### config.mk
export PLATFORM = sky130hd
export DESIGN_NAME = serial_adder
export DESIGN_NICKNAME = d
export VERILOG_FILES = /design/src/rtl/serial_adder.sv
export SDC_FILE = /design/constraint.sdc
export NUM_CORES = 1
export LEC_CHECK = 0
export BUFFER_PORTS_ARGS = -buffer_cell sky130_fd_sc_hd__buf_2
export CORE_MARGIN = 8
export CORE_UTILIZATION = 50
export DETAILED_ROUTE_END_ITERATION = 16
export PLACE_DENSITY = 0.84
export SYNTH_ARGS = -nofsm -noshare
export SYNTH_HDL_FRONTEND = slang
export SYNTH_SLANG_ARGS = --single-unit
### constraint.sdc
create_clock -name clk -period 4 [get_ports clk]
set_clock_uncertainty 0.1 [all_clocks]
set_input_delay 0 -clock clk [delete_from_list [all_inputs] [get_ports clk]]
set_output_delay 0 -clock clk [all_outputs]
set_load 0.01 [all_outputs]
### src/rtl/serial_adder.sv
// serial_adder: multi-cycle adder, DIGIT bits per clock with start/busy/done handshake
module serial_adder #(
  parameter int WIDTH = 8,
  parameter int DIGIT = 1
) (
  input  logic             clk,
  input  logic             rst_n,
  input  logic             start,
  input  logic [WIDTH-1:0] a,
  input  logic [WIDTH-1:0] b,
  input  logic             cin,
  output logic             busy,
  output logic             done,
  output logic [WIDTH-1:0] sum,
  output logic             carry,
  output logic             ovf
);
  localparam int STEPS = WIDTH / DIGIT;
  localparam int CW = STEPS > 1 ? $clog2(STEPS) : 1;
  typedef enum logic {IDLE, RUN} state_t;
  state_t           state;
  logic [WIDTH-1:0] ra, rb, acc, acc_next;
  logic             c, last, msb_ovf;
  logic [CW-1:0]    cnt;
  logic [DIGIT:0]   dsum;
  // digit adder; the new digit enters the sum shift register from the top
  always_comb begin
    dsum = {1'b0, ra[DIGIT-1:0]} + {1'b0, rb[DIGIT-1:0]} + {{DIGIT{1'b0}}, c};
    acc_next = (acc >> DIGIT) | (WIDTH'(dsum[DIGIT-1:0]) << (WIDTH - DIGIT));
    last = cnt == CW'(STEPS - 1);
    msb_ovf = (ra[DIGIT-1] == rb[DIGIT-1]) && (dsum[DIGIT-1] != ra[DIGIT-1]);
  end
  // handshake FSM with registered results; outputs only move on completion or reset
  always_ff @(posedge clk) begin
    if (!rst_n) begin
      state <= IDLE;
      ra    <= '0;
      rb    <= '0;
      acc   <= '0;
      c     <= 1'b0;
      cnt   <= '0;
      busy  <= 1'b0;
      done  <= 1'b0;
      sum   <= '0;
      carry <= 1'b0;
      ovf   <= 1'b0;
    end else begin
      done <= 1'b0;
      if (state == IDLE) begin
        if (start) begin
          ra    <= a;
          rb    <= b;
          c     <= cin;
          cnt   <= '0;
          busy  <= 1'b1;
          state <= RUN;
        end
      end else begin
        ra  <= ra >> DIGIT;
        rb  <= rb >> DIGIT;
        c   <= dsum[DIGIT];
        acc <= acc_next;
        cnt <= cnt + CW'(1);
        if (last) begin
          sum   <= acc_next;
          carry <= dsum[DIGIT];
          ovf   <= msb_ovf;
          done  <= 1'b1;
          busy  <= 1'b0;
          state <= IDLE;
        end
      end
    end
  end
endmodule

## After elaboration in Yosys (flattened, before gate mapping)

Cells that the tools add are included.

| operators by class | value |
|---|---|
| reductions and logical operators | 6 |
| bitwise logic cells | 2 |
| mux-type cells | 15 |
| equality and inequality tests | 4 |
| add/sub/neg operators | 3 |

Operators with widths:

| operator | number |
|---|---|
| $mux 7 | 4 |
| $mux 1 | 9 |
| $or 7x8->8 | 1 |
| $mux 3 | 2 |
| $reduce_and 2->1 | 3 |
| $add 3x1->3 const B | 1 |
| $eq 3x3->1 const B | 1 |
| $add 1x1->2 | 1 |
| $add 2x1->2 | 1 |
| $ne 2x1->1 const B | 1 |
| $reduce_bool 2->1 | 1 |
| $reduce_or 2->1 | 1 |
| $eq 1x1->1 | 1 |
| $logic_and 1x1->1 | 1 |
| $ne 1x1->1 | 1 |
| $not 1->1 | 1 |

| storage, ports and cells | value |
|---|---|
| output and inout port bits | 12 |
| bits of input ports | 20 |
| logic and storage cells | 43 |
| bits in registers | 41 |

## Longest topological paths before layout

Gate-level depths: netlist of run 1.

| logic depth | value |
|---|---|
| depth after elaboration | 4 |
| mapped depth | 5 |
| gate-level depth less buffers | 4 |

## Worst setup path before layout of run 1

OpenSTA, ideal clock, no wires.

| path | value |
|---|---|
| path kind | register -> register |
| start point | register c |
| end point | register ovf |
| cell stages (with the launch flop) | 4 |
| data required time | 3.812 ns |
| arrival | 1.471 ns |
| path buffers | 0 |
| setup time | 0.088 ns |
| setup slack | 2.341 ns |
| cell sequence | dfxtp_1 > fa_1 > or3b_1 > a311oi_2 |

| between the ends | value |
|---|---|
| word-level cells in the longest chain between the ends | 3 |

RTL lines:

| what | line | RTL |
|---|---|---|
| from (decl) | 23 | `logic c, last, msb_ovf;` |
| from (signal assigned) | 53 | `c <= cin;` |
| from (signal assigned) | 61 | `c <= dsum[DIGIT];` |
| $add 2x1->2 | 28 | `dsum = {1'b0, ra[DIGIT-1:0]} + {1'b0, rb[DIGIT-1:0]} + {{DIGIT{1'b0}}, c};` |
| $ne 1x1->1 | 31 | `msb_ovf = (ra[DIGIT-1] == rb[DIGIT-1]) && (dsum[DIGIT-1] != ra[DIGIT-1]);` |
| $logic_and 1x1->1 | 31 |  |
| to (signal assigned) | 67 | `ovf <= msb_ovf;` |
| to (decl) | 16 | `output logic ovf` |

No other way between the ends.
A chain may end at the register's enable or synchronous reset.

## Worst setup path in the final report of run 1

| path | value |
|---|---|
| start point | register state |
| end point | register rb[7] |

| between the ends | value |
|---|---|
| word-level cells in the longest chain between the ends | 1 |

RTL lines:

| what | line | RTL |
|---|---|---|
| from (decl) | 21 | `state_t state;` |
| from (signal assigned) | 36 | `state <= IDLE;` |
| from (signal assigned) | 56 | `state <= RUN;` |
| from (signal assigned) | 70 | `state <= IDLE;` |
| $reduce_or 2->1 (no source line) | - |  |
| to (signal assigned) | 60 | `rb <= rb >> DIGIT;` |
| to (decl) | 22 | `logic [WIDTH-1:0] ra, rb, acc, acc_next;` |

No other way between the ends.

==> flow_summary.toml, run 1 <==
[critical_path]
crit_buf_inv = 2
worstPathMaxFanout = 54
worstPathArrival_ns = 1.89
crit_type = "reg2reg"
worst_setup_path_start_kind = "flop"
timing.critical_path.max_delay_family = "buffers and inverters"
path_cells = "buf_4, nand2b_1, nor2_1, dlygate4sd3_1"
required_ns = 4.15
cp_slowest_cell = "dlygate4sd3_1"
end_kind = "flop"
max_stage_delay_ns = 0.54

[finish]
utilization_pct = 64.56
fin_nets = 241
num-fill-cells = 278
multi_input_area_sq_um = 893.4
final-seq-area_sq_um = 800.8
final_cell_mix = "40 x dfxtp_1, 31 x buf_2, 24 x mux2i_1, 20 x dlygate4sd3_1, 15 x nor2b_1"
mostFrequentLayoutCell = "dfxtp_1"
syn_to_final_growth_pct = 22.65
drive_above_1_share_pct = 25.23
antenna_cells = 0

[routing]
vias_per_cell = 5.159
drtIter0Drc = 114
vias = 1362
drcViolationCount = 0
wl_um = 3561
drtAntennaViolNets = 0
avgRoutedWirePerCell_um = 13.49
dr.pass1.iters = 4

[place]
port_buffers = 31
gp_congestion = 0.6824
dp_hpwl_um = 2224

[power_and_ir_drop]
p_leak_uw = 0.0009493
p_per_area_mw_per_mm2 = 338.8
vdd_drop_max_mv = 0.1628

[clock_tree]
root_buffer = "clkbuf_4"
clock_path_buffers = 2
insertion_delay_ns = 0.35
htreeDepth = 2
clock_sinks = 40
postCtsSetupBuffers = 0
cts_tree = "built"
cts.reportedPaths.clkPinSlew_ns = 0.11
numCtsBuffers = 5
post_cts_resized = 0

[die]
io_pins = 32
initial_core_util_pct = 52.64
fp.dieH_um = 75.74
dieArea_sq_mm = 0.005736
core_region_area_sq_mm = 0.003390
die_w_um = 75.74
core.rowCount = 21

[grt]
antenna_found_initial = 0
grt_usage_pct = 13.50
grt_pass1_vias = 1255
grt_max_degree = 55
grt_pass1_wl_um = 5823
grt_overflow = 0

[synth]
syn-num-nets = 195
syn-instance-count = 171
yosysWarningCount = 0
ys_ff_latch = 40
synth.distinct_cells = 26
netlist_area_sq_mm = 0.001784
avgSynthCellArea_sq_um = 10.43
seq_area_frac_synth_pct = 44.88

[flow_run]
max_cap_viol_count = 0

[worst_hold_path]
min_path_type = "in2reg"

[timing]
tightest_slew_ns = 0.6306
maxSlewViolCount = 0
clock.fmax_mhz = 574.2
tns_ns = 0
setup_viol = 0
fin_crit_ns = 1.742
relSlewSlack_pct = 57.96
post-route-period-util_pct = 43.54
finalHoldViolCount = 0
rsz0062_at_grt = "false"

[outcome]
status = "finished clean"
==> registers in the layout, summed over array words and instances, names as in the netlist <==
signal / cells
ra: 8
rb: 8
sum: 8
acc: 7
cnt: 3
busy: 1
c: 1
carry: 1
done: 1
ovf: 1
state: 1
==> cells in the mapped netlist, drive strengths merged <==
master | number | area [sq um]
inv | 2 | 7.500
a21oi | 14 | 70.07
nand3b | 1 | 7.510
ha | 3 | 37.54
nor2 | 10 | 37.54
and2 | 1 | 6.260
nand3 | 9 | 45.04
nor2b | 15 | 93.84
a311oi | 1 | 15.01
buf | 9 | 63.81
nand2 | 2 | 7.510
a211oi | 15 | 147.6
o21ai | 1 | 5.000
dfxtp | 40 | 800.8
clkbuf | 5 | 18.77
fa | 1 | 20.02
a21bo | 10 | 100.1
and3 | 1 | 6.260
mux2i | 24 | 240.2
or3b | 4 | 35.03
nand2b | 3 | 18.77
==> final cells by class <==
cell class	instances	area share, %
clock buffer	8	2.687
tap	46	2.630
inverter	2	0.3431
multi-input combinational	115	40.82
timing repair buffer	53	16.92
sequential	40	36.59
==> per-layer routing <==
metal	part of all wire (%)	wire (um)	track usage [%]	vias to the layer above
met5	0	0	0	-
met4	1.8	65	5.117	0
met3	5.9	210	5.395	8
met2	47	1667	20.81	33
met1	45	1617	16.45	628
li1	-	-	-	693
==> worst paths after layout <==
path	cells past startpoint	endpoint	slack, ns	startpoint
max	4	rb[7]$_SDFFE_PP0P_	2.26	state$_SDFF_PN0_
min	3	busy$_SDFFE_PN0P_	0.09	start
max reg2reg	4	rb[7]$_SDFFE_PP0P_	2.26	state$_SDFF_PN0_
min reg2reg	2	sum[0]$_SDFFE_PN0P_	0.38	acc[1]$_SDFFE_PN0P_
==> through the flow <==
stage	setup slack, ns	instances	power [uW]	instance area (sq um)	hold slack [ns]
finish	2.258	264	741.5	2188	0.09450
global route	2.147	264	778.3	2188	0.1239
CTS	2.255	264	749.4	2188	0.09857
detailed placement	2.286	236	526.0	1929	0.1615
global placement	2.320	236	523.7	1929	0.1467
floorplan	2.341	171	507.0	1784	0.03571
==> report_power, final <==
group | internal [uW] | switching (uW) | total [uW]
clock | 86.8 | 123 | 210
sequential | 417 | 10.7 | 427
combinational | 54.1 | 50.5 | 105
total | 558 | 184 | 741
==> worst register-to-register path: cells and delay by family (launching register included) <==
| family | cells | cell delay, ns |
|---|---|---|
| buffers and inverters | 2 | 0.95 |
| flip-flops | 1 | 0.32 |
| AND/OR/NAND/NOR | 2 | 0.27 |
==> cells by family (layout without fill, tap and decap cells) <==
family	Yosys count	after routing	synth area share (%)
compound gates	41	41	18.93
buf+inv	16	63	5.049
flops	40	40	44.88
mux	24	24	13.46
simple gates	46	46	14.45
fa+ha+maj	4	4	3.226
==> timing repair <==
action                                  4_1_cts  5_1_grt
hold buffers                                 20        0
endpoints found under the hold margin        19        0
endpoints found under the setup margin        0        0
No activity file was read; power rests on OpenSTA's default activity.
==> run 2, diff against run 1 <==
CORE_UTILIZATION = 49   (was 50)
PLACE_DENSITY = 0.85   (was 0.84)
clock period = 1.5 ns   (was 4 ns; I/O delays follow)
==> run 2 against run 1 <==
  * The run now ends with negative setup slack left
  * Critical path depth decreased by 1
  * Sequential power increased to 2.7 times the previous value
  * Routed wire length increased by 1.7%
  * Global-route usage decreased by 0.64 points
  * Cell count increased by 1.9%
  * Flip-flop and latch count unchanged
  * Fmax increased by 8.5%
  * Power increased to 2.7 times the previous value
  * Highest routed layer unchanged
==> flow_summary.toml, run 2 (synthesis results as in run 1) <==
[die]
io_pins = 32
core_region_area_sq_mm = 0.003578
initial_core_util_pct = 49.86
die_w_um = 76.34
core.rowCount = 22
fp.dieH_um = 76.34
dieArea_sq_mm = 0.005828

[timing]
post-route-period-util_pct = 107.0
relSlewSlack_pct = 61.23
setup_slack_ns = -0.1050
finalHoldViolCount = 0
rsz0062_at_grt = "true"
whs_ns = 0.08850
maxSlewViolCount = 0
clock.fmax_mhz = 623.0
fin_crit_ns = 1.605
tightest_slew_ns = 0.5815
tns_ns = -0.1050
setup_viol = 1

[routing]
wl_met3_um = 123
avgRoutedWirePerCell_um = 13.47
vias_per_cell = 5.126
drcViolationCount = 0
met1_length_um = 1689
drtAntennaViolNets = 0
dr.pass1.iters = 4
maxUsedRoutingLayer = "met4"
wl_met2_um = 1717
vias = 1379
drtIter0Drc = 86
wl_um = 3623

[finish]
drive_above_1_share_pct = 28.96
antenna_cells = 0
syn_to_final_growth_pct = 26.16
postLayoutCellArea_sq_mm = 0.002251
fin_nets = 245
mostFrequentLayoutCell = "dfxtp_1"
largestRegisters = "ra: 8 flops, rb: 8 flops, sum: 8 flops"
final_cell_mix = "39 x dfxtp_1, 31 x buf_2, 24 x mux2i_1, 18 x dlygate4sd3_1, 15 x nor2b_1"

[clock_tree]
cts.reportedPaths.clkPinSlew_ns = 0.11
numCtsBuffers = 5
insertion_delay_ns = 0.34
root_buffer = "clkbuf_4"
postCtsSetupBuffers = 0
cts_tree = "built"
clock_path_buffers = 2
clock_sinks = 40
htreeDepth = 2

[grt]
grt_max_degree = 42
grt_overflow = 0
antenna_found_initial = 0
grt_usage_pct = 12.86
grt_pass1_wl_um = 6161
grt_pass1_vias = 1348

[worst_hold_path]
min_path_type = "in2reg"
min_path_cells = 3

[place]
port_buffers = 31
place_area_sq_mm = 0.002003
gp_congestion = 0.7902
pre_cts_ws_ns = -0.08746
dp_hpwl_um = 2365

[power_and_ir_drop]
finalPower_uw = 2032
p_per_area_mw_per_mm2 = 902.6
vdd_drop_max_mv = 0.5960
p_leak_uw = 0.0009757

[outcome]
status = "finished with violations"
violations = "negative setup slack"

[critical_path]
worstPathMaxFanout = 2
worst_setup_path_start_kind = "flop"
worstPathArrival_ns = 1.77
end_kind = "flop"
r2r_cells = 3
crit_type = "reg2reg"
required_ns = 1.67

[flow_run]
max_cap_viol_count = 0
run 2: changes by cell type in the layout (fill, tap and decap cells not counted):
cell / change
ha_2: +1
dlygate4sd3_1: -2
clkbuf_8: +1
ha_1: -1
dfxtp_1: -1
clkbuf_1: -2
buf_12: +2
buf_4: +4
dfxtp_2: +1
run 2: stage by stage:
| step | utilization, % | instances |
|---|---|---|
| final | 62.90 | 269 |
| after global routing | 62.90 | 269 |
| after CTS | 62.83 | 269 |
| after detailed placement | 55.98 | 244 |
| after global placement | 55.98 | 244 |
| after floorplan | - | 171 |
run 2: per-layer routing:
| layer | vias up | global-route usage (%) |
|---|---|---|
| li1 | 703 | - |
| met2 | 24 | 20.99 |
| met5 | - | 0 |
| met1 | 643 | 14.26 |
| met4 | 0 | 7.115 |
| met3 | 9 | 4.481 |
run 2: critical path, cell delays in order (launching register included):
cell	delay [ns]
dfxtp_2	0.34
fa_1	0.54
or3b_1	0.36
a311oi_2	0.19
run 2: path summary, 6_finish.rpt:
kind / start / endpoint / slack (ns)
min: start / busy$_SDFFE_PN0P_ / 0.09
max reg2reg: rb[0]$_SDFFE_PN0P_ / ovf$_SDFFE_PN0P_ / -0.11
max: rb[0]$_SDFFE_PN0P_ / ovf$_SDFFE_PN0P_ / -0.11
min reg2reg: acc[1]$_SDFFE_PN0P_ / sum[0]$_SDFFE_PN0P_ / 0.38
run 2: cell type report:
| class | count | area [sq um] |
|---|---|---|
| clock buffers | 7 | 65.06 |
| fillers | 275 | 1328 |
| inverters | 2 | 7.507 |
| multi-input cells | 115 | 895.9 |
| flip-flops and latches | 40 | 802.0 |
| well taps | 48 | 60.06 |
| repair buffers | 57 | 420.4 |
run 2: power by group:
group	leakage (uW)	switching (uW)	internal (uW)
sequential	0.000327	29.7	1110
combinational	0.000611	141	162
clock	0.0000374	321	266
run 2: what timing repair did:
action	in CTS	in global routing
resized for setup	0	1
hold buffers	18	0
gates cloned	0	0
setup endpoints to repair	1	10
endpoints found under the hold margin	19	0
